==> src/rtl/mcu_bus_arbiter_pkg.sv <==
// Shared types and constants for the three-way memory bus arbiter.
// Requester slots are ordered PPU, DMA, CPU in every packed per-requester bus.
package mcu_bus_arbiter_pkg;

    localparam int unsigned ADDR_W   = 16;
    localparam int unsigned DATA_W   = 8;
    localparam int unsigned NUM_REQ  = 3;
    localparam int unsigned STARVE_W = 8;
    localparam int unsigned LAT_W    = 3;

    localparam int unsigned REQ_PPU = 0;
    localparam int unsigned REQ_DMA = 1;
    localparam int unsigned REQ_CPU = 2;

    typedef enum logic [1:0] {
        ARB_IDLE   = 2'd0,
        ARB_ACCESS = 2'd1,
        ARB_DONE   = 2'd2
    } arb_state_e;

    typedef struct packed {
        logic              we;
        logic [ADDR_W-1:0] addr;
        logic [DATA_W-1:0] wdata;
    } bus_txn_t;

    // Mux the winning requester's write enable, address and data out of the flat buses
    function automatic bus_txn_t sel_txn(
        input logic [NUM_REQ-1:0]        onehot,
        input logic [NUM_REQ-1:0]        we,
        input logic [NUM_REQ*ADDR_W-1:0] addr,
        input logic [NUM_REQ*DATA_W-1:0] wdata
    );
        bus_txn_t txn;
        txn = '0;
        for (int unsigned i = 0; i < NUM_REQ; i++) begin
            if (onehot[i]) begin
                txn.we    = we[i];
                txn.addr  = addr[i*ADDR_W +: ADDR_W];
                txn.wdata = wdata[i*DATA_W +: DATA_W];
            end
        end
        return txn;
    endfunction

endpackage

==> src/rtl/mcu_bus_arb_pick.sv <==
// Combinational winner selection: PPU first, then a locked DMA burst,
// then a starved CPU, then DMA, then CPU.
module mcu_bus_arb_pick
    import mcu_bus_arbiter_pkg::*;
(
    input  logic [NUM_REQ-1:0] iReq,
    input  logic               iDmaLock,
    input  logic               iStarve,
    output logic [NUM_REQ-1:0] oWinner_c
);

    always_comb begin
        oWinner_c = '0;
        if (iReq[REQ_PPU]) begin
            oWinner_c[REQ_PPU] = 1'b1;
        end else if (iDmaLock && iReq[REQ_DMA]) begin
            oWinner_c[REQ_DMA] = 1'b1;
        end else if (iStarve && iReq[REQ_CPU]) begin
            oWinner_c[REQ_CPU] = 1'b1;
        end else if (iReq[REQ_DMA]) begin
            oWinner_c[REQ_DMA] = 1'b1;
        end else if (iReq[REQ_CPU]) begin
            oWinner_c[REQ_CPU] = 1'b1;
        end
    end

endmodule

==> src/rtl/mcu_bus_arbiter.sv <==
// Serialises PPU, OAM DMA and CPU accesses onto one memory bus.
// IDLE arbitrates, ACCESS holds strobes for MEM_LATENCY cycles, DONE pulses the ack.
module mcu_bus_arbiter
    import mcu_bus_arbiter_pkg::*;
#(
    parameter int unsigned MEM_LATENCY  = 1,
    parameter int unsigned STARVE_LIMIT = 8
) (
    input  logic                      iClock,
    input  logic                      iReset_n,
    input  logic [NUM_REQ-1:0]        iReq,
    input  logic [NUM_REQ-1:0]        iWe,
    input  logic [NUM_REQ*ADDR_W-1:0] iAddr,
    input  logic [NUM_REQ*DATA_W-1:0] iWData,
    input  logic                      iDmaLock,
    output logic [NUM_REQ-1:0]        oGnt,
    output logic [NUM_REQ-1:0]        oAck,
    output logic [DATA_W-1:0]         oRData,
    output logic [ADDR_W-1:0]         oMemAddr,
    output logic [DATA_W-1:0]         oMemWData,
    output logic                      oMemWe,
    output logic                      oMemRe,
    input  logic [DATA_W-1:0]         iMemRData
);

    arb_state_e           r_state;
    logic [NUM_REQ-1:0]   r_gnt;
    logic [NUM_REQ-1:0]   r_ack;
    logic [DATA_W-1:0]    r_rdata;
    logic [ADDR_W-1:0]    r_mem_addr;
    logic [DATA_W-1:0]    r_mem_wdata;
    logic                 r_mem_we;
    logic                 r_mem_re;
    logic [STARVE_W-1:0]  r_starve_cnt;
    logic [LAT_W-1:0]     r_lat_cnt;

    arb_state_e           w_state_nxt;
    logic [NUM_REQ-1:0]   w_gnt_nxt;
    logic [NUM_REQ-1:0]   w_ack_nxt;
    logic [DATA_W-1:0]    w_rdata_nxt;
    logic [ADDR_W-1:0]    w_mem_addr_nxt;
    logic [DATA_W-1:0]    w_mem_wdata_nxt;
    logic                 w_mem_we_nxt;
    logic                 w_mem_re_nxt;
    logic [STARVE_W-1:0]  w_starve_cnt_nxt;
    logic [LAT_W-1:0]     w_lat_cnt_nxt;

    logic [NUM_REQ-1:0]   w_winner;
    logic                 w_starve;
    logic                 w_last_access;
    bus_txn_t             w_txn;

    assign w_starve      = (r_starve_cnt == STARVE_W'(STARVE_LIMIT));
    assign w_last_access = (r_lat_cnt == LAT_W'(MEM_LATENCY - 1));
    assign w_txn         = sel_txn(w_winner, iWe, iAddr, iWData);

    mcu_bus_arb_pick u_pick (
        .iReq      (iReq),
        .iDmaLock  (iDmaLock),
        .iStarve   (w_starve),
        .oWinner_c (w_winner)
    );

    // Next-state and registered-output values
    always_comb begin
        w_state_nxt     = r_state;
        w_gnt_nxt       = r_gnt;
        w_ack_nxt       = '0;
        w_rdata_nxt     = r_rdata;
        w_mem_addr_nxt  = r_mem_addr;
        w_mem_wdata_nxt = r_mem_wdata;
        w_mem_we_nxt    = r_mem_we;
        w_mem_re_nxt    = r_mem_re;
        w_lat_cnt_nxt   = r_lat_cnt;

        case (r_state)
            ARB_IDLE: begin
                if (|iReq) begin
                    w_gnt_nxt       = w_winner;
                    w_mem_addr_nxt  = w_txn.addr;
                    w_mem_wdata_nxt = w_txn.wdata;
                    w_mem_we_nxt    = w_txn.we;
                    w_mem_re_nxt    = ~w_txn.we;
                    w_lat_cnt_nxt   = '0;
                    w_state_nxt     = ARB_ACCESS;
                end
            end
            ARB_ACCESS: begin
                if (w_last_access) begin
                    if (r_mem_re) begin
                        w_rdata_nxt = iMemRData;
                    end
                    w_mem_we_nxt = 1'b0;
                    w_mem_re_nxt = 1'b0;
                    w_ack_nxt    = r_gnt;
                    w_state_nxt  = ARB_DONE;
                end else begin
                    w_lat_cnt_nxt = r_lat_cnt + LAT_W'(1);
                end
            end
            ARB_DONE: begin
                w_gnt_nxt   = '0;
                w_state_nxt = ARB_IDLE;
            end
            default: begin
                w_gnt_nxt    = '0;
                w_mem_we_nxt = 1'b0;
                w_mem_re_nxt = 1'b0;
                w_state_nxt  = ARB_IDLE;
            end
        endcase
    end

    // CPU wait counter: saturating, cleared on CPU grant or dropped CPU request
    always_comb begin
        w_starve_cnt_nxt = r_starve_cnt;
        if (!iReq[REQ_CPU]) begin
            w_starve_cnt_nxt = '0;
        end else if ((r_state == ARB_IDLE) && w_winner[REQ_CPU]) begin
            w_starve_cnt_nxt = '0;
        end else if (!r_gnt[REQ_CPU] && !w_starve) begin
            w_starve_cnt_nxt = r_starve_cnt + STARVE_W'(1);
        end
    end

    always_ff @(posedge iClock or negedge iReset_n) begin
        if (!iReset_n) begin
            r_state      <= ARB_IDLE;
            r_gnt        <= '0;
            r_ack        <= '0;
            r_rdata      <= '0;
            r_mem_addr   <= '0;
            r_mem_wdata  <= '0;
            r_mem_we     <= 1'b0;
            r_mem_re     <= 1'b0;
            r_starve_cnt <= '0;
            r_lat_cnt    <= '0;
        end else begin
            r_state      <= w_state_nxt;
            r_gnt        <= w_gnt_nxt;
            r_ack        <= w_ack_nxt;
            r_rdata      <= w_rdata_nxt;
            r_mem_addr   <= w_mem_addr_nxt;
            r_mem_wdata  <= w_mem_wdata_nxt;
            r_mem_we     <= w_mem_we_nxt;
            r_mem_re     <= w_mem_re_nxt;
            r_starve_cnt <= w_starve_cnt_nxt;
            r_lat_cnt    <= w_lat_cnt_nxt;
        end
    end

    assign oGnt      = r_gnt;
    assign oAck      = r_ack;
    assign oRData    = r_rdata;
    assign oMemAddr  = r_mem_addr;
    assign oMemWData = r_mem_wdata;
    assign oMemWe    = r_mem_we;
    assign oMemRe    = r_mem_re;

endmodule

==> config.mk <==
export PLATFORM = sky130hd
export DESIGN_NAME = mcu_bus_arbiter
export DESIGN_NICKNAME = d
export VERILOG_FILES = /design/src/rtl/mcu_bus_arbiter_pkg.sv /design/src/rtl/mcu_bus_arb_pick.sv /design/src/rtl/mcu_bus_arbiter.sv
export SDC_FILE = /design/constraint.sdc
export NUM_CORES = 1
export LEC_CHECK = 0
export ABC_AREA = 1
export CAP_MARGIN = 20
export CORE_MARGIN = 2
export CORE_UTILIZATION = 47
export CTS_CLUSTER_SIZE = 10
export DETAILED_ROUTE_END_ITERATION = 8
export PLACE_DENSITY = 0.87
export SYNTH_ARGS = -nofsm -noshare
export SYNTH_HDL_FRONTEND = slang
export SYNTH_SLANG_ARGS = --single-unit
==> constraint.sdc <==
create_clock -name iClock -period 3.4 [get_ports iClock]
set_input_delay 0.68 -clock iClock [delete_from_list [all_inputs] [get_ports iClock]]
set_output_delay 0.68 -clock iClock [all_outputs]
set_load 0.05 [all_outputs]
======== Word-level counts from Yosys, hierarchy flattened ========
Cells that the tools add are included.
storage, ports and cells
  bits in registers ....................... 53
  input bits .............................. 89
cells by class
  add/sub/neg operators ................... 2
  equal/unequal tests ..................... 7
  multiplexer cells ....................... 30
  bitwise gates (word level) .............. 3
  reductions and logical operators ........ 16
operator list
  kind                                            count
  two-way mux 25 bit                              3
  two-way mux 8 bit                               3
  two-way mux 3 bit                               5
  one-hot mux 3 bit (2 select lines)              2
  two-way mux 1 bit                               11
  AND reduction 3 bit                             3
  adder 8 x 1 -> 8 bit (second input constant)    1
  == test 8 x 4 -> 1 bit (second input constant)  1
  two-way mux 2 bit                               3
  != test 2 bit (second input constant)           3
  one-hot mux 1 bit (3 select lines)              2
  AND reduction 2 bit                             3
  logical AND 1 bit                               4
  one-hot mux 2 bit (2 select lines)              1
  adder 3 x 1 -> 3 bit (second input constant)    1
  logical NOT 3 bit                               1
  != test 3 x 1 -> 1 bit (second input constant)  1
  NOT 1 bit                                       3
  OR reduction 3 bit                              1
  == test 2 x 1 -> 1 bit (second input constant)  1
  == test 2 bit (second input constant)           1
  logical NOT 1 bit                               2
  logical NOT 2 bit                               1
  nonzero test 2 bit                              1

======== Longest topological paths before layout ========
Gate-level depths: netlist of run 1.
  depth after elaboration ................. 10
  depth in mapped cells ................... 10
  gate-level depth less buffers ........... 10

======== Cells and area by module ========
A second synthesis of run 1 with hierarchy kept.
unflattened totals
  cell total of the unflattened synthesis .. 369
  area total of the unflattened synthesis .. 2865.2 um2
by module, submodules not included
  module            instances  cells an instance  area an instance (um2)
  mcu_bus_arbiter   1          358                2812.7
  mcu_bus_arb_pick  1          11                 52.6

======== Least setup slack after synthesis of run 1 ========
No wires, ideal clock.
  kind .................................... in2reg
  from .................................... input iReq[0]
  to ...................................... register r_starve_cnt[2]
  library setup time ...................... 124 ps
  arrival ................................. 1616 ps
  slack ................................... 1660 ps
  stages .................................. 7
  path buffers ............................ 2
  path through ............................ buf_2 > nor2_1 > a21oi_1 > buf_2 > nand3_1 > nand2_1 > nor2_1
between the ends
  word-level cells in the longest chain between the ends .. 4
ends and longest elaborated chain
  element               line                    RTL
  from (decl)           mcu_bus_arbiter.sv:11   input logic [NUM_REQ-1:0] iReq,
  two-way mux 2 bit *   mcu_bus_arb_pick.sv:14  if (iReq[REQ_PPU]) begin
  logical AND 1 bit *   mcu_bus_arbiter.sv:119  end else if ((r_state == ARB_IDLE) && w_winner[REQ_CPU]) begin
  two-way mux 8 bit     mcu_bus_arbiter.sv:119
  two-way mux 8 bit     mcu_bus_arbiter.sv:117  if (!iReq[REQ_CPU]) begin
  to (signal assigned)  mcu_bus_arbiter.sv:147  r_starve_cnt <= w_starve_cnt_nxt;
  to (decl)             mcu_bus_arbiter.sv:34   logic [STARVE_W-1:0] r_starve_cnt;
Every way passes the cells marked *; elsewhere a longest branch is shown, timed or not.
A chain may end at the register's enable or synchronous reset.

======== Final worst setup path of run 1 ========
  from .................................... register r_starve_cnt[0]
  to ...................................... register r_mem_addr[14], in the netlist oMemAddr[14]
between the ends
  word-level cells in the longest chain between the ends .. 7
ends and longest elaborated chain
  element                   line                       RTL
  == test 8 x 4 -> 1 bit *  mcu_bus_arbiter.sv:53      assign w_starve = (r_starve_cnt == STARVE_W'(STARVE_LIMIT));
  logical AND 1 bit *       mcu_bus_arb_pick.sv:18     end else if (iStarve && iReq[REQ_CPU]) begin
  two-way mux 1 bit         mcu_bus_arb_pick.sv:18
  two-way mux 1 bit         mcu_bus_arb_pick.sv:16     end else if (iDmaLock && iReq[REQ_DMA]) begin
  two-way mux 2 bit *       mcu_bus_arb_pick.sv:14
  two-way mux 25 bit        mcu_bus_arbiter_pkg.sv:37  if (onehot[i]) begin
  two-way mux 25 bit *      mcu_bus_arbiter_pkg.sv:37
  to (signal assigned)      mcu_bus_arbiter.sv:143     r_mem_addr <= w_mem_addr_nxt;
  to (decl)                 mcu_bus_arbiter.sv:30      logic [ADDR_W-1:0] r_mem_addr;
Marked as above.

==> impl_metrics.toml, run 1 <==
[floorplan]
placementRows = 29
num_io_pins = 129
core_area_mm2 = 0.00639
initial_core_util = 0.486
fp.dieArea_mm2 = 0.00727
die_w_um = 85.3
fp.dieH_um = 85.3

[cts]
cts_setup_buffers = 0
hold_buffers = 0
cts_tree = "built"
htree_levels = 2
clkTransAtPathRegs_ns = 0.10
cts_buffers = 5
clockBufferDepth = 2
cts-root-buf = "clkbuf_8"
numClockSinks = 53
cts_resized = 0
clock_latency_ns = 0.31

[yosys]
synth_edf_count = 0
synth_seq_area_share = 0.427
synth_largest_area_cell = "dfrtp_1"
syn_avg_cell_area_um2 = 7.06
synth_top_cell_area_share = 0.427
synthTopCellsByCount = "145 x nand2_1, 84 x nand3_1, 75 x inv_1"
yosys-top-cells-area = "dfrtp_1 43%, nand2_1 18%, nand3_1 14%"
synth_nets = 533
ys_async_sr_fraction = 1.00
syn_area_mm2 = 0.00311
synth_cells = 440
ys_types = 22
ys.flop_type = "dfrtp_1"
synth_seq_cells = 53
ys_warn_count = 0
yosysMostFrequentCell = "nand2_1"

[grt]
grt-ovfl-total = 0
grt_max_degree = 36
antenna_found_initial = 0
grt_usage = 0.243
grt_first_pass_wirelength_um = 14300
grt_pass1_vias = 3158

[routing]
drc = 0
avgViaCountPerCell = 4.96
drtIter0Drc = 181
wl_per_cell_um = 13.6
routed_wl_um = 8710
drt-pass1-iter-count = 5
antenna_left = 0
vias = 3169

[worst_setup_path]
worstSetupEndpointType = "flop"
reg2reg_slack_ns = 0.91
cp_max_fo = 27
crit_type = "reg -> reg"
arrival_ns = 2.73
cp-start-kind = "flop"
r2r-start = "r_starve_cnt[0]"
rr_endpoint = "oMemAddr[14]"
cp.required_ns = 3.65
r2r.worst_path.cells = 8

[worst_hold_path]
hold_class = "in -> async"

[placement]
post-dp-hpwl_um = 6420
io_buffer_count = 128
gp_congestion = 0.897

[sta]
min_period_ns = 2.49
report.final.slew_viol_count = 0
fin_skew_ns = 0.0158
hold_viol_final = 0
maxSlewHeadroom = 0.377
whs_ns = 0.444
setup-violations-final = 0
rsz0062_at_grt = "false"
max_slew.worst_pin.slew_ns = 0.933
fmax_ghz = 0.402
fin_crit_sh = 0.732
setup_tns_ns = 0

[power_and_ir_drop]
p_leak_nw = 2.36
p_per_area_mw_per_mm2 = 751
ir_drop_mv = 0.551

[status]
outcome = "finished, final reports clean"

[flow_run]
maxCapViolations = 0

[layout]
nFillCells = 509
drive_above_1_share = 0.0552
num_antenna_cells = 0
fin_nets = 654
syn_to_final_growth_pct = 46.1
## where the power goes
part           switching (mW)  total (mW)  internal (mW)  leakage [nW]
logic                    1.29        1.97          0.676          1.62
clock network           0.211       0.451          0.241        0.0585
registers               0.129       0.984          0.856         0.679
## cells in the final DEF, fill, tap and decap left out
master / instances
a21oi_1: 4
a21oi_2: 1
a31oi_1: 1
buf_2: 1
buf_4: 5
bufinv_16: 1
clkbuf_1: 1
clkbuf_8: 6
clkdlybuf4s50_1: 127
dfrtp_1: 53
ha_1: 4
inv_1: 75
mux2_2: 8
nand2_1: 145
nand2_2: 2
nand3_1: 84
nand3_2: 1
nand4_1: 4
nor2_1: 20
nor2_2: 3
nor2_4: 2
nor3_1: 2
o21ai_0: 6
o21ai_4: 1
o22ai_1: 1
xor2_1: 4
## worst max-delay path by stage
| stage | from | depth (start not counted) | slack, ns | to |
|---|---|---|---|---|
| 2_1_floorplan | iReq[0] | 7 | 1.66 | r_starve_cnt[2] |
| 3_3_place_gp | iReq[0] | 8 | 0.75 | oMemWe |
| 3_5_place_dp | iReq[0] | 6 | 0.68 | r_lat_cnt[2] |
| 4_1_cts | r_starve_cnt[0] | 8 | 0.94 | oMemAddr[14] |
| 5_1_grt | r_starve_cnt[0] | 8 | 0.71 | oMemWe |
| 6_report | r_starve_cnt[0] | 8 | 0.91 | oMemAddr[14] |
## sequential cells by signal, summed over array words and instances, names as in the netlist
register and flops:
oGnt 3, oMemRe 1, r_state 2, r_lat_cnt 3, r_starve_cnt 8, oAck 3
oMemAddr 16, oMemWData 8, oRData 8, oMemWe 1
## per-layer routing
metal / wire length [um] / track usage / up-vias
met5: 0 / 0 / -
met4: 108 / 0.0851 / 0
met3: 537 / 0.0311 / 10
met2: 4350 / 0.427 / 103
met1: 3710 / 0.308 / 1459
li1: - / - / 1597
## cells by family after synthesis
group,Yosys count,synth area share
fa+ha+maj,4,0.0161
simple gates,263,0.367
flops,53,0.427
mux,8,0.0290
xor+xnor,4,0.0113
compound gates,14,0.0270
buf+inv,94,0.123
## stage by stage
| step | setup WS [ns] | cell area, um2 | instances | power [mW] | utilization |
|---|---|---|---|---|---|
| 5_1_grt | 0.708 | 4540 | 639 | 3.60 | 0.710 |
| 3_3_place_gp | 0.748 | 4420 | 631 | 2.92 | 0.692 |
| 4_1_cts | 0.935 | 4540 | 639 | 3.41 | 0.710 |
| 3_5_place_dp | 0.685 | 4420 | 631 | 2.96 | 0.692 |
| 6_report | 0.912 | 4540 | 639 | 3.41 | 0.710 |
| 2_1_floorplan | 1.66 | 3110 | 440 | 2.30 | - |
## cell type report
type / count / area, um2 / area share
inverter: 75 / 282 / 0.0621
multi-input combinational: 293 / 1400 / 0.309
timing repair buffer: 133 / 1310 / 0.290
sequential: 53 / 1330 / 0.292
tap: 77 / 96.3 / 0.0212
clock buffer: 7 / 86.3 / 0.0190
clock inverter: 1 / 30.0 / 0.00662
## critical path, cell delays in order, from the launching register on
cell	delay, ns
dfrtp_1	0.45
inv_1	0.12
ha_1	0.17
nand3_2	0.13
o21ai_4	0.61
nand2_2	0.52
nand3_1	0.29
nand2_1	0.07
nand2_1	0.06
Power figures use the tool's default switching activity.
==> run 2, diff against run 1 <==
--- a/config.mk
+++ b/config.mk
@@ -8,10 +8,10 @@
 export ABC_AREA = 1
 export CAP_MARGIN = 20
 export CORE_MARGIN = 2
-export CORE_UTILIZATION = 47
+export CORE_UTILIZATION = 43
 export CTS_CLUSTER_SIZE = 10
 export DETAILED_ROUTE_END_ITERATION = 8
-export PLACE_DENSITY = 0.87
+export PLACE_DENSITY = 0.8
 export SYNTH_ARGS = -nofsm -noshare
 export SYNTH_HDL_FRONTEND = slang
 export SYNTH_SLANG_ARGS = --single-unit
==> constraint.sdc (replaced) <==
create_clock -name iClock -period 2.35 [get_ports iClock]
set_input_delay 0.47 -clock iClock [delete_from_list [all_inputs] [get_ports iClock]]
set_output_delay 0.47 -clock iClock [all_outputs]
set_load 0.05 [all_outputs]
==> run 2 against run 1 <==
  * Cell count up 3.4%
  * First-iteration DRC count decreased by 6.6%
  * Non-clock buffer count increased by 4
  * Worst hold slack lost 0.29 ns
  * Largest power group unchanged
==> impl_metrics.toml, run 2 (synthesis results as in run 1) <==
[sta]
worst_slack_ns = 0.314
rsz0062_at_grt = "false"
min_period_ns = 2.04
fin_crit_sh = 0.866
hold_viol_final = 0
setup_tns_ns = 0
report.final.slew_viol_count = 0
setup-violations-final = 0
max_slew.worst_pin.slew_ns = 0.597
fin_skew_ns = 0.00943
fmax_ghz = 0.491
maxSlewHeadroom = 0.602

[routing]
wl_per_cell_um = 13.0
antenna_left = 0
vias = 3184
drc = 0
routed_wl_um = 8610
avgViaCountPerCell = 4.82
drt-pass1-iter-count = 7
drtIter0Drc = 169

[layout]
syn_to_final_growth_pct = 47.6
num_antenna_cells = 0
final_common_cell = "nand2_1"
fin_nets = 658
nFillCells = 612
layout_common_cells = "145 x nand2_1, 127 x clkdlybuf4s50_1, 84 x nand3_1"
largest_reg_flops = 16
drive_above_1_share = 0.0602

[placement]
post-dp-hpwl_um = 6600
io_buffer_count = 128
gp_congestion = 0.852
dpl_worst_slack_ns = 0.206

[worst_setup_path]
critPathSlowestCell = "clkdlybuf4s50_1"
worstSetupEndpointType = "output port"
crit_type = "reg -> out"
cp_top_family = "buffers and inverters"
path_buf_inv = 1
cp_max_fo = 3
critical_path_cell_count = 1
cp-start-kind = "flop"
arrival_ns = 1.57
cp.required_ns = 1.88
critPathMaxStageDelay_ns = 0.84
path_cells = "clkdlybuf4s50_1"
r2r.worst_path.cells = 9

[floorplan]
initial_core_util = 0.450
num_io_pins = 129
core_area_mm2 = 0.00691
die_w_um = 89.0
fp.dieArea_mm2 = 0.00792
placementRows = 30
fp.dieH_um = 89.0

[grt]
use_met3 = 0.0434
grt_first_pass_wirelength_um = 14000
antenna_found_initial = 0
grt_usage = 0.224
grt_max_degree = 29
use_met2 = 0.381
gr-usage-met1 = 0.286
top_usage_layer = "met2"
grt_pass1_vias = 3104
grt-ovfl-total = 0

[power_and_ir_drop]
switching_share = 0.486
pwr-share-comb = 0.599
seq_power_share = 0.294
power_frac_clock = 0.107
p_per_area_mw_per_mm2 = 1060
internal_power_mw = 2.49
p_switching_mw = 2.36
ir_drop_mv = 0.520
p_leak_nw = 2.37

[cts]
hold_buffers = 0
numClockSinks = 53
clkTransAtPathRegs_ns = 0.09
cts_buffers = 5
clock_latency_ns = 0.30
cts_resized = 0
cts-root-buf = "clkbuf_8"
cts_tree = "built"
clockBufferDepth = 2
cts_setup_buffers = 0
htree_levels = 2

[status]
outcome = "finished, final reports clean"

[flow_run]
maxCapViolations = 0

[worst_hold_path]
hold_class = "in -> async"
## run 2: changes by cell type in the layout (fill, tap and decap cells not counted)
cell | before | now
bufinv_16 | 1 | 0
buf_4 | 5 | 7
buf_12 | 0 | 2
## run 2: area by class of cell
class                   instances  area [um2]  share of cell area
clock buffers                   7        86.3              0.0188
flip-flops and latches         53        1330               0.289
inverters                      75         282              0.0614
repair buffers                137        1370               0.299
multi-input cells             293        1400               0.306
well taps                      96         120              0.0262
## run 2: final timing paths
check                                start              end  slack [ns]
min in group iClock           oMemAddr[12]     oMemAddr[12]        0.49
hold / removal                    iReset_n  r_starve_cnt[1]        0.16
hold reg to reg               oMemAddr[12]     oMemAddr[12]        0.49
max in group asynchronous         iReset_n     oMemAddr[13]        1.64
setup / recovery                    oMemRe           oMemRe        0.31
setup reg to reg           r_starve_cnt[0]     oMemWData[1]        0.40
## run 2: stage by stage
step	instance area (um2)	hold slack, ns	util	power, mW	cells
5_1_grt	4580	0.188	0.664	5.15	661
3_5_place_dp	4500	0.465	0.651	4.35	654
2_1_floorplan	3110	0.174	-	3.32	440
4_1_cts	4580	0.176	0.664	4.88	661
3_3_place_gp	4500	0.461	0.651	4.29	654
6_report	4580	0.157	0.664	4.85	661
## run 2: power groups by stage
stage	Sequential, mW	Combinational, mW	Clock (mW)
floorplan	2.46	0.862	0
global placement	1.42	2.87	0
detailed placement	1.44	2.92	0
CTS	1.43	2.92	0.532
global route	1.47	3.11	0.569
finish	1.43	2.90	0.518
## run 2: layer usage
layer  share of wire  wire length [um]  vias up
met2            0.50              4300      112
met4           0.021               182        0
li1                -                 -     1602
met3           0.060               515       16
met5               0                 0        -
met1            0.42              3610     1454
